$ cat config.mk
export PLATFORM = sky130hd
export DESIGN_NAME = tdm_demux4_flat
export DESIGN_NICKNAME = d
export VERILOG_FILES = /design/src/rtl/tdm_demux4_pkg.sv /design/src/rtl/tdm_demux4_if.sv /design/src/rtl/tdm_demux4_slot_ctr.sv /design/src/rtl/tdm_demux4.sv /design/src/flat_wrapper.sv
export SDC_FILE = /design/constraint.sdc
export NUM_CORES = 1
export LEC_CHECK = 0
export CORE_AREA = 8 8 45 47
export CTS_BUF_LIST = sky130_fd_sc_hd__clkbuf_16
export CTS_CLUSTER_SIZE = 40
export DETAILED_ROUTE_END_ITERATION = 10
export DIE_AREA = 0 0 53 55
export GPL_TIMING_DRIVEN = 0
export PLACE_DENSITY = 0.73
export SETUP_SLACK_MARGIN = 0.02
export SYNTH_ARGS = -nofsm -noshare
export SYNTH_HDL_FRONTEND = slang
export SYNTH_HIERARCHICAL = 1
export SYNTH_SLANG_ARGS = --single-unit
$ cat constraint.sdc
create_clock -name clk -period 3.3 [get_ports clk]
set_clock_uncertainty 0.05 [all_clocks]
set_input_delay 0.33 -clock clk [delete_from_list [all_inputs] [get_ports clk]]
set_output_delay 0.33 -clock clk [all_outputs]
set_load 0.01 [all_outputs]
$ cat src/rtl/tdm_demux4_pkg.sv
// Shared TDM definitions: lane count, slot width, FSM encoding and slot constants.
// Used by both the TDM mux transmit side and the 1:4 demux receive side.
package tdm_pkg;

  localparam int LANES  = 4;
  localparam int SLOT_W = 2;

  typedef enum logic {
    IDLE = 1'b0,
    RUN  = 1'b1
  } state_e;

  localparam logic [SLOT_W-1:0] SLOT_L0 = 2'b00;
  localparam logic [SLOT_W-1:0] SLOT_L1 = 2'b01;
  localparam logic [SLOT_W-1:0] SLOT_L2 = 2'b10;
  localparam logic [SLOT_W-1:0] SLOT_L3 = 2'b11;

endpackage

$ cat src/rtl/tdm_demux4_if.sv
// Bundle of the lane-serial input stream and the published frame / slot outputs.
// The slave modport is the demux view; the master modport drives the stream.
interface tdm_demux4_if #(
  parameter int WIDTH = 1
);

  logic [WIDTH-1:0] d;
  logic             d_valid;
  logic             frame_start;
  logic [WIDTH-1:0] o0;
  logic [WIDTH-1:0] o1;
  logic [WIDTH-1:0] o2;
  logic [WIDTH-1:0] o3;
  logic             frame_valid;
  logic             frame_err;
  logic             s1;
  logic             s2;

  modport master (
    output d, d_valid, frame_start,
    input  o0, o1, o2, o3, frame_valid, frame_err, s1, s2
  );

  modport slave (
    input  d, d_valid, frame_start,
    output o0, o1, o2, o3, frame_valid, frame_err, s1, s2
  );

endinterface

$ cat src/rtl/tdm_demux4_slot_ctr.sv
// 2-bit lane slot counter: sync clear, load-1 (new frame start) and increment enable.
// Priority is clear > load-1 > enable; otherwise the slot holds.
module tdm_slot_ctr
  import tdm_pkg::*;
(
  input  logic              clk,
  input  logic              rst_n,
  input  logic              clr,
  input  logic              load1,
  input  logic              en,
  output logic [SLOT_W-1:0] slot
);

  logic [SLOT_W-1:0] slot_r;

  // Slot register update.
  always_ff @(posedge clk) begin
    if (!rst_n) begin
      slot_r <= SLOT_L0;
    end else if (clr) begin
      slot_r <= SLOT_L0;
    end else if (load1) begin
      slot_r <= SLOT_L1;
    end else if (en) begin
      slot_r <= slot_r + 2'b01;
    end else begin
      slot_r <= slot_r;
    end
  end

  assign slot = slot_r;

endmodule

$ cat src/rtl/tdm_demux4.sv
// 1:4 time-division demultiplexer: steers lane-serial beats into shadow registers and
// publishes all four lanes as one registered frame with a valid pulse.
module tdm_demux4
  import tdm_pkg::*;
#(
  parameter int WIDTH = 1
) (
  input  logic        clk,
  input  logic        rst_n,
  tdm_demux4_if.slave bus
);

  state_e            state_r;
  logic [WIDTH-1:0]  shadow0_r;
  logic [WIDTH-1:0]  shadow1_r;
  logic [WIDTH-1:0]  shadow2_r;
  logic [WIDTH-1:0]  o0_r;
  logic [WIDTH-1:0]  o1_r;
  logic [WIDTH-1:0]  o2_r;
  logic [WIDTH-1:0]  o3_r;
  logic              frame_valid_r;
  logic              frame_err_r;
  logic [SLOT_W-1:0] slot_s;
  logic              run_beat_s;
  logic              last_beat_s;
  logic              ctr_clr_s;
  logic              ctr_load1_s;
  logic              ctr_en_s;

  // A frame_start beat always restarts at lane 0, in either state.
  assign run_beat_s  = bus.d_valid && !bus.frame_start && (state_r == RUN);
  assign last_beat_s = run_beat_s && (slot_s == SLOT_L3);
  assign ctr_clr_s   = last_beat_s;
  assign ctr_load1_s = bus.d_valid && bus.frame_start;
  assign ctr_en_s    = run_beat_s && (slot_s != SLOT_L3);

  tdm_slot_ctr u_slot_ctr (
    .clk   (clk),
    .rst_n (rst_n),
    .clr   (ctr_clr_s),
    .load1 (ctr_load1_s),
    .en    (ctr_en_s),
    .slot  (slot_s)
  );

  // FSM, shadow capture, frame publication and pulse generation.
  always_ff @(posedge clk) begin
    if (!rst_n) begin
      state_r       <= IDLE;
      shadow0_r     <= {WIDTH{1'b0}};
      shadow1_r     <= {WIDTH{1'b0}};
      shadow2_r     <= {WIDTH{1'b0}};
      o0_r          <= {WIDTH{1'b0}};
      o1_r          <= {WIDTH{1'b0}};
      o2_r          <= {WIDTH{1'b0}};
      o3_r          <= {WIDTH{1'b0}};
      frame_valid_r <= 1'b0;
      frame_err_r   <= 1'b0;
    end else begin
      frame_valid_r <= 1'b0;
      frame_err_r   <= 1'b0;
      if (bus.d_valid && bus.frame_start) begin
        // Restart mid-frame drops the partial frame; outputs keep the last good one.
        shadow0_r   <= bus.d;
        frame_err_r <= (state_r == RUN);
        state_r     <= RUN;
      end else if (run_beat_s) begin
        case (slot_s)
          SLOT_L1: shadow1_r <= bus.d;
          SLOT_L2: shadow2_r <= bus.d;
          SLOT_L3: begin
            o0_r          <= shadow0_r;
            o1_r          <= shadow1_r;
            o2_r          <= shadow2_r;
            o3_r          <= bus.d;
            frame_valid_r <= 1'b1;
            state_r       <= IDLE;
          end
          default: shadow0_r <= shadow0_r;
        endcase
      end else begin
        state_r <= state_r;
      end
    end
  end

  assign bus.o0          = o0_r;
  assign bus.o1          = o1_r;
  assign bus.o2          = o2_r;
  assign bus.o3          = o3_r;
  assign bus.frame_valid = frame_valid_r;
  assign bus.frame_err   = frame_err_r;
  assign bus.s1          = slot_s[1];
  assign bus.s2          = slot_s[0];

endmodule

$ cat src/flat_wrapper.sv
// flat-port wrapper written by rule: the top's interface ports become plain ports
module tdm_demux4_flat import tdm_pkg::*;
#(
  parameter int WIDTH = 1
)
  (clk, rst_n, bus_d, bus_d_valid, bus_frame_start, bus_o0, bus_o1, bus_o2, bus_o3, bus_frame_valid, bus_frame_err, bus_s1, bus_s2);
  tdm_demux4_if #(.WIDTH(WIDTH)) bus_i ();
  input  logic clk;
  input  logic rst_n;
  input wire logic [$bits(bus_i.d)-1:0] bus_d;
  input wire logic [$bits(bus_i.d_valid)-1:0] bus_d_valid;
  input wire logic [$bits(bus_i.frame_start)-1:0] bus_frame_start;
  output wire logic [$bits(bus_i.o0)-1:0] bus_o0;
  output wire logic [$bits(bus_i.o1)-1:0] bus_o1;
  output wire logic [$bits(bus_i.o2)-1:0] bus_o2;
  output wire logic [$bits(bus_i.o3)-1:0] bus_o3;
  output wire logic [$bits(bus_i.frame_valid)-1:0] bus_frame_valid;
  output wire logic [$bits(bus_i.frame_err)-1:0] bus_frame_err;
  output wire logic [$bits(bus_i.s1)-1:0] bus_s1;
  output wire logic [$bits(bus_i.s2)-1:0] bus_s2;
  assign bus_i.d = bus_d;
  assign bus_i.d_valid = bus_d_valid;
  assign bus_i.frame_start = bus_frame_start;
  assign bus_o0 = bus_i.o0;
  assign bus_o1 = bus_i.o1;
  assign bus_o2 = bus_i.o2;
  assign bus_o3 = bus_i.o3;
  assign bus_frame_valid = bus_i.frame_valid;
  assign bus_frame_err = bus_i.frame_err;
  assign bus_s1 = bus_i.s1;
  assign bus_s2 = bus_i.s2;
  tdm_demux4 #(.WIDTH(WIDTH)) u_core (.clk(clk), .rst_n(rst_n), .bus(bus_i));
endmodule
==> results.py <==
metrics = {
    "run_status": {
        "status": "finished clean",
    },
    "min_path": {
        "hold_path_class": "register to register",
    },
    "yosys": {
        "synth.cell_area_um2": 512,
        "synth-seq-cells": 12,
        "yosys_warnings": 6,
        "syn_nets": 54,
        "synth_seq_area_share_pct": 46.9,
        "netlist_instances": 49,
        "synth.avg_cell_area_um2": 10.4,
        "synth.distinct_cells": 19,
    },
    "finish": {
        "largest_reg_flops": 2,
        "stdcell_count": 81,
        "area_growth_pct": 42.8,
        "nFillCells": 125,
        "final_util_pct": 52.8,
        "diodes": 0,
        "drive_gt1_share_pct": 13.8,
        "nets": 71,
        "final_area_um2": 731,
    },
    "place": {
        "place_hpwl_um": 755,
        "placed_cells": 77,
        "io_buffer_count": 12,
        "place_congestion": 0.712,
        "post_dp_cell_area_um2": 652,
        "post-place-ws_ns": 1.36,
    },
    "route": {
        "wire_per_inst_um": 13.2,
        "postRouteAntennaNets": 0,
        "routed_wl_um": 1070,
        "num_vias": 391,
        "drc": 0,
        "viasPerCell": 4.83,
        "first_pass_iters": 4,
        "drt-initial-drc-count": 5,
    },
    "worst_setup_path": {
        "worst_ep_arrival_time_ns": 1.85,
        "slowest_stage": "clkdlybuf4s50_1",
        "crit_type": "primary input to register",
        "start_kind": "primary input",
        "crit_path_max_fanout": 4,
        "end_kind": "register",
        "critPathRequiredTime_ns": 3.38,
        "cp_slowest_stage_delay_ns": 0.55,
        "cp.buffers_inverters": 1,
        "crit_chain": "clkdlybuf4s50_1 -> nand3b_4 -> a21oi_1 -> nand3b_1 -> a2111oi_2",
        "crit_family": "compound AO/OA/AOI/OAI gates",
    },
    "die": {
        "chipWidth_um": 53,
        "die_h_um": 55,
        "start_util_pct": 37.0,
        "dieArea_um2": 2920,
        "num_rows": 14,
        "io_pins": 13,
        "core_um2": 1380,
    },
    "clock_network": {
        "clkTransAtPathRegs_ns": 0.04,
        "cts_tree": "built",
        "numCtsBuffers": 3,
        "clk_path_buf_depth": 2,
        "worstSkewPairLatency_ns": 0.23,
        "holdBufCountCts": 0,
        "post_cts_buffers": 0,
        "ctsResizeCount": 0,
        "cts_root_buf": "clkbuf_16",
        "cts.sinks": 12,
        "cts_max_level": 1,
    },
    "flow_run": {
        "maxCapViolCount": 0,
    },
    "timing": {
        "final_hold_viol_count": 0,
        "min_period_over_period_pct": 53.8,
        "whs_ns": 0.403,
        "slew_violations": 0,
        "setup_viol": 0,
        "grt_setup_unrepaired": "false",
        "clock.fmax_ghz": 0.564,
        "maxSlewHeadroom_pct": 78.6,
        "post-route-min-period_ns": 1.77,
        "setup_ws_ns": 1.53,
        "tns_ns": 0,
        "tightest_slew_ns": 0.322,
    },
    "grt": {
        "grt_use_total_pct": 8.94,
        "antenna_found_initial": 0,
        "grt_first_pass_wirelength_um": 1790,
        "grt_pass1_vias": 409,
        "grt_max_degree": 11,
        "grt_remaining_overflow": 0,
    },
    "power": {
        "power_mw": 0.392,
        "power_density_nw_per_um2": 536,
        "vdd_drop_max_v": 0.000433,
        "leakage_nw": 0.292,
    },
}
[Yosys cell counts]
cell type	number	area (µm²)
nand3b_1	1	7.51
a21oi_1	1	5.00
a21boi_0	1	7.51
mux2i_1	6	60.1
buf_2	1	5.00
a21bo_1	1	10.0
dfxtp_1	12	240
nand3b_4	1	20.0
xnor2_1	1	8.76
inv_1	3	11.3
a2111oi_2	1	15.0
nor2_1	1	3.75
o2bb2ai_1	1	8.76
a211oi_1	1	7.51
nand2_1	12	45.0
nand3_1	1	5.00
nor3b_2	2	25.0
and2_1	1	6.26
nor2_8	1	20.0
[per-layer routing]
metal	wire, µm	GRT usage [%]	part of all wire (%)
met5	0	0	0
met4	56	9.48	5.2
met3	73	4.01	6.8
met2	522	13.7	49
met1	414	8.59	39
[worst register-to-register path, cell delays in order (launching register included)]
cell and delay, ns:
dfxtp_1 0.37, nand3b_4 0.14, a21oi_1 0.30, nand3b_1 0.14
a2111oi_2 0.38
[cell type report]
class | instances | area (µm²) | share of cell area (%)
clock inverters | 1 | 3.75 | 0.514
inverters | 3 | 11.3 | 1.54
well taps | 16 | 20.0 | 2.74
repair buffers | 12 | 120 | 16.4
plain buffers | 1 | 5.00 | 0.685
flip-flops and latches | 12 | 240 | 32.9
multi-input cells | 33 | 255 | 34.9
clock buffers | 3 | 75.1 | 10.3
[worst paths after layout]
path | from | to | slack (ns) | depth (start not counted)
min | u_core/bus.o1 | u_core/bus.o1 | 0.40 | 2
max | bus_d_valid | u_core/u_slot_ctr/slot[1] | 1.53 | 5
max reg2reg | u_core/state_r | u_core/u_slot_ctr/slot[1] | 1.81 | 4
min reg2reg | u_core/bus.o1 | u_core/bus.o1 | 0.40 | 2
[layout by cell type, fill, tap and decap left out]
cell type and n:
nand3_1 1, clkdlybuf4s50_1 12, nand3b_1 1, nand2_1 12
a21boi_0 1, buf_2 1, xnor2_1 1, and2_1 1
nor2_8 1, a2111oi_2 1, o2bb2ai_1 1, clkinv_1 1
a21bo_1 1, clkbuf_16 3, nor3b_2 2, dfxtp_1 12
mux2i_1 6, nand3b_4 1, nor2_1 1, inv_1 3
a211oi_1 1, a21oi_1 1
[power breakdown]
part | leakage (nW) | switching, mW | internal (mW) | total (mW)
clock | 0.0385 | 0.0576 | 0.159 | 0.217
sequential | 0.0973 | 0.00404 | 0.149 | 0.153
combinational | 0.156 | 0.0107 | 0.0119 | 0.0226
total | 0.292 | 0.0724 | 0.319 | 0.392
[cell families after synthesis]
family,count (synthesis),share of synthesized area (%)
flip-flops,12,46.9
buffers and inverters,4,3.18
XOR/XNOR,1,1.71
AND/OR/NAND/NOR,20,25.9
multiplexers,6,11.7
AO/OA/AOI/OAI,6,10.5
No activity file was read; power rests on OpenSTA's default activity.
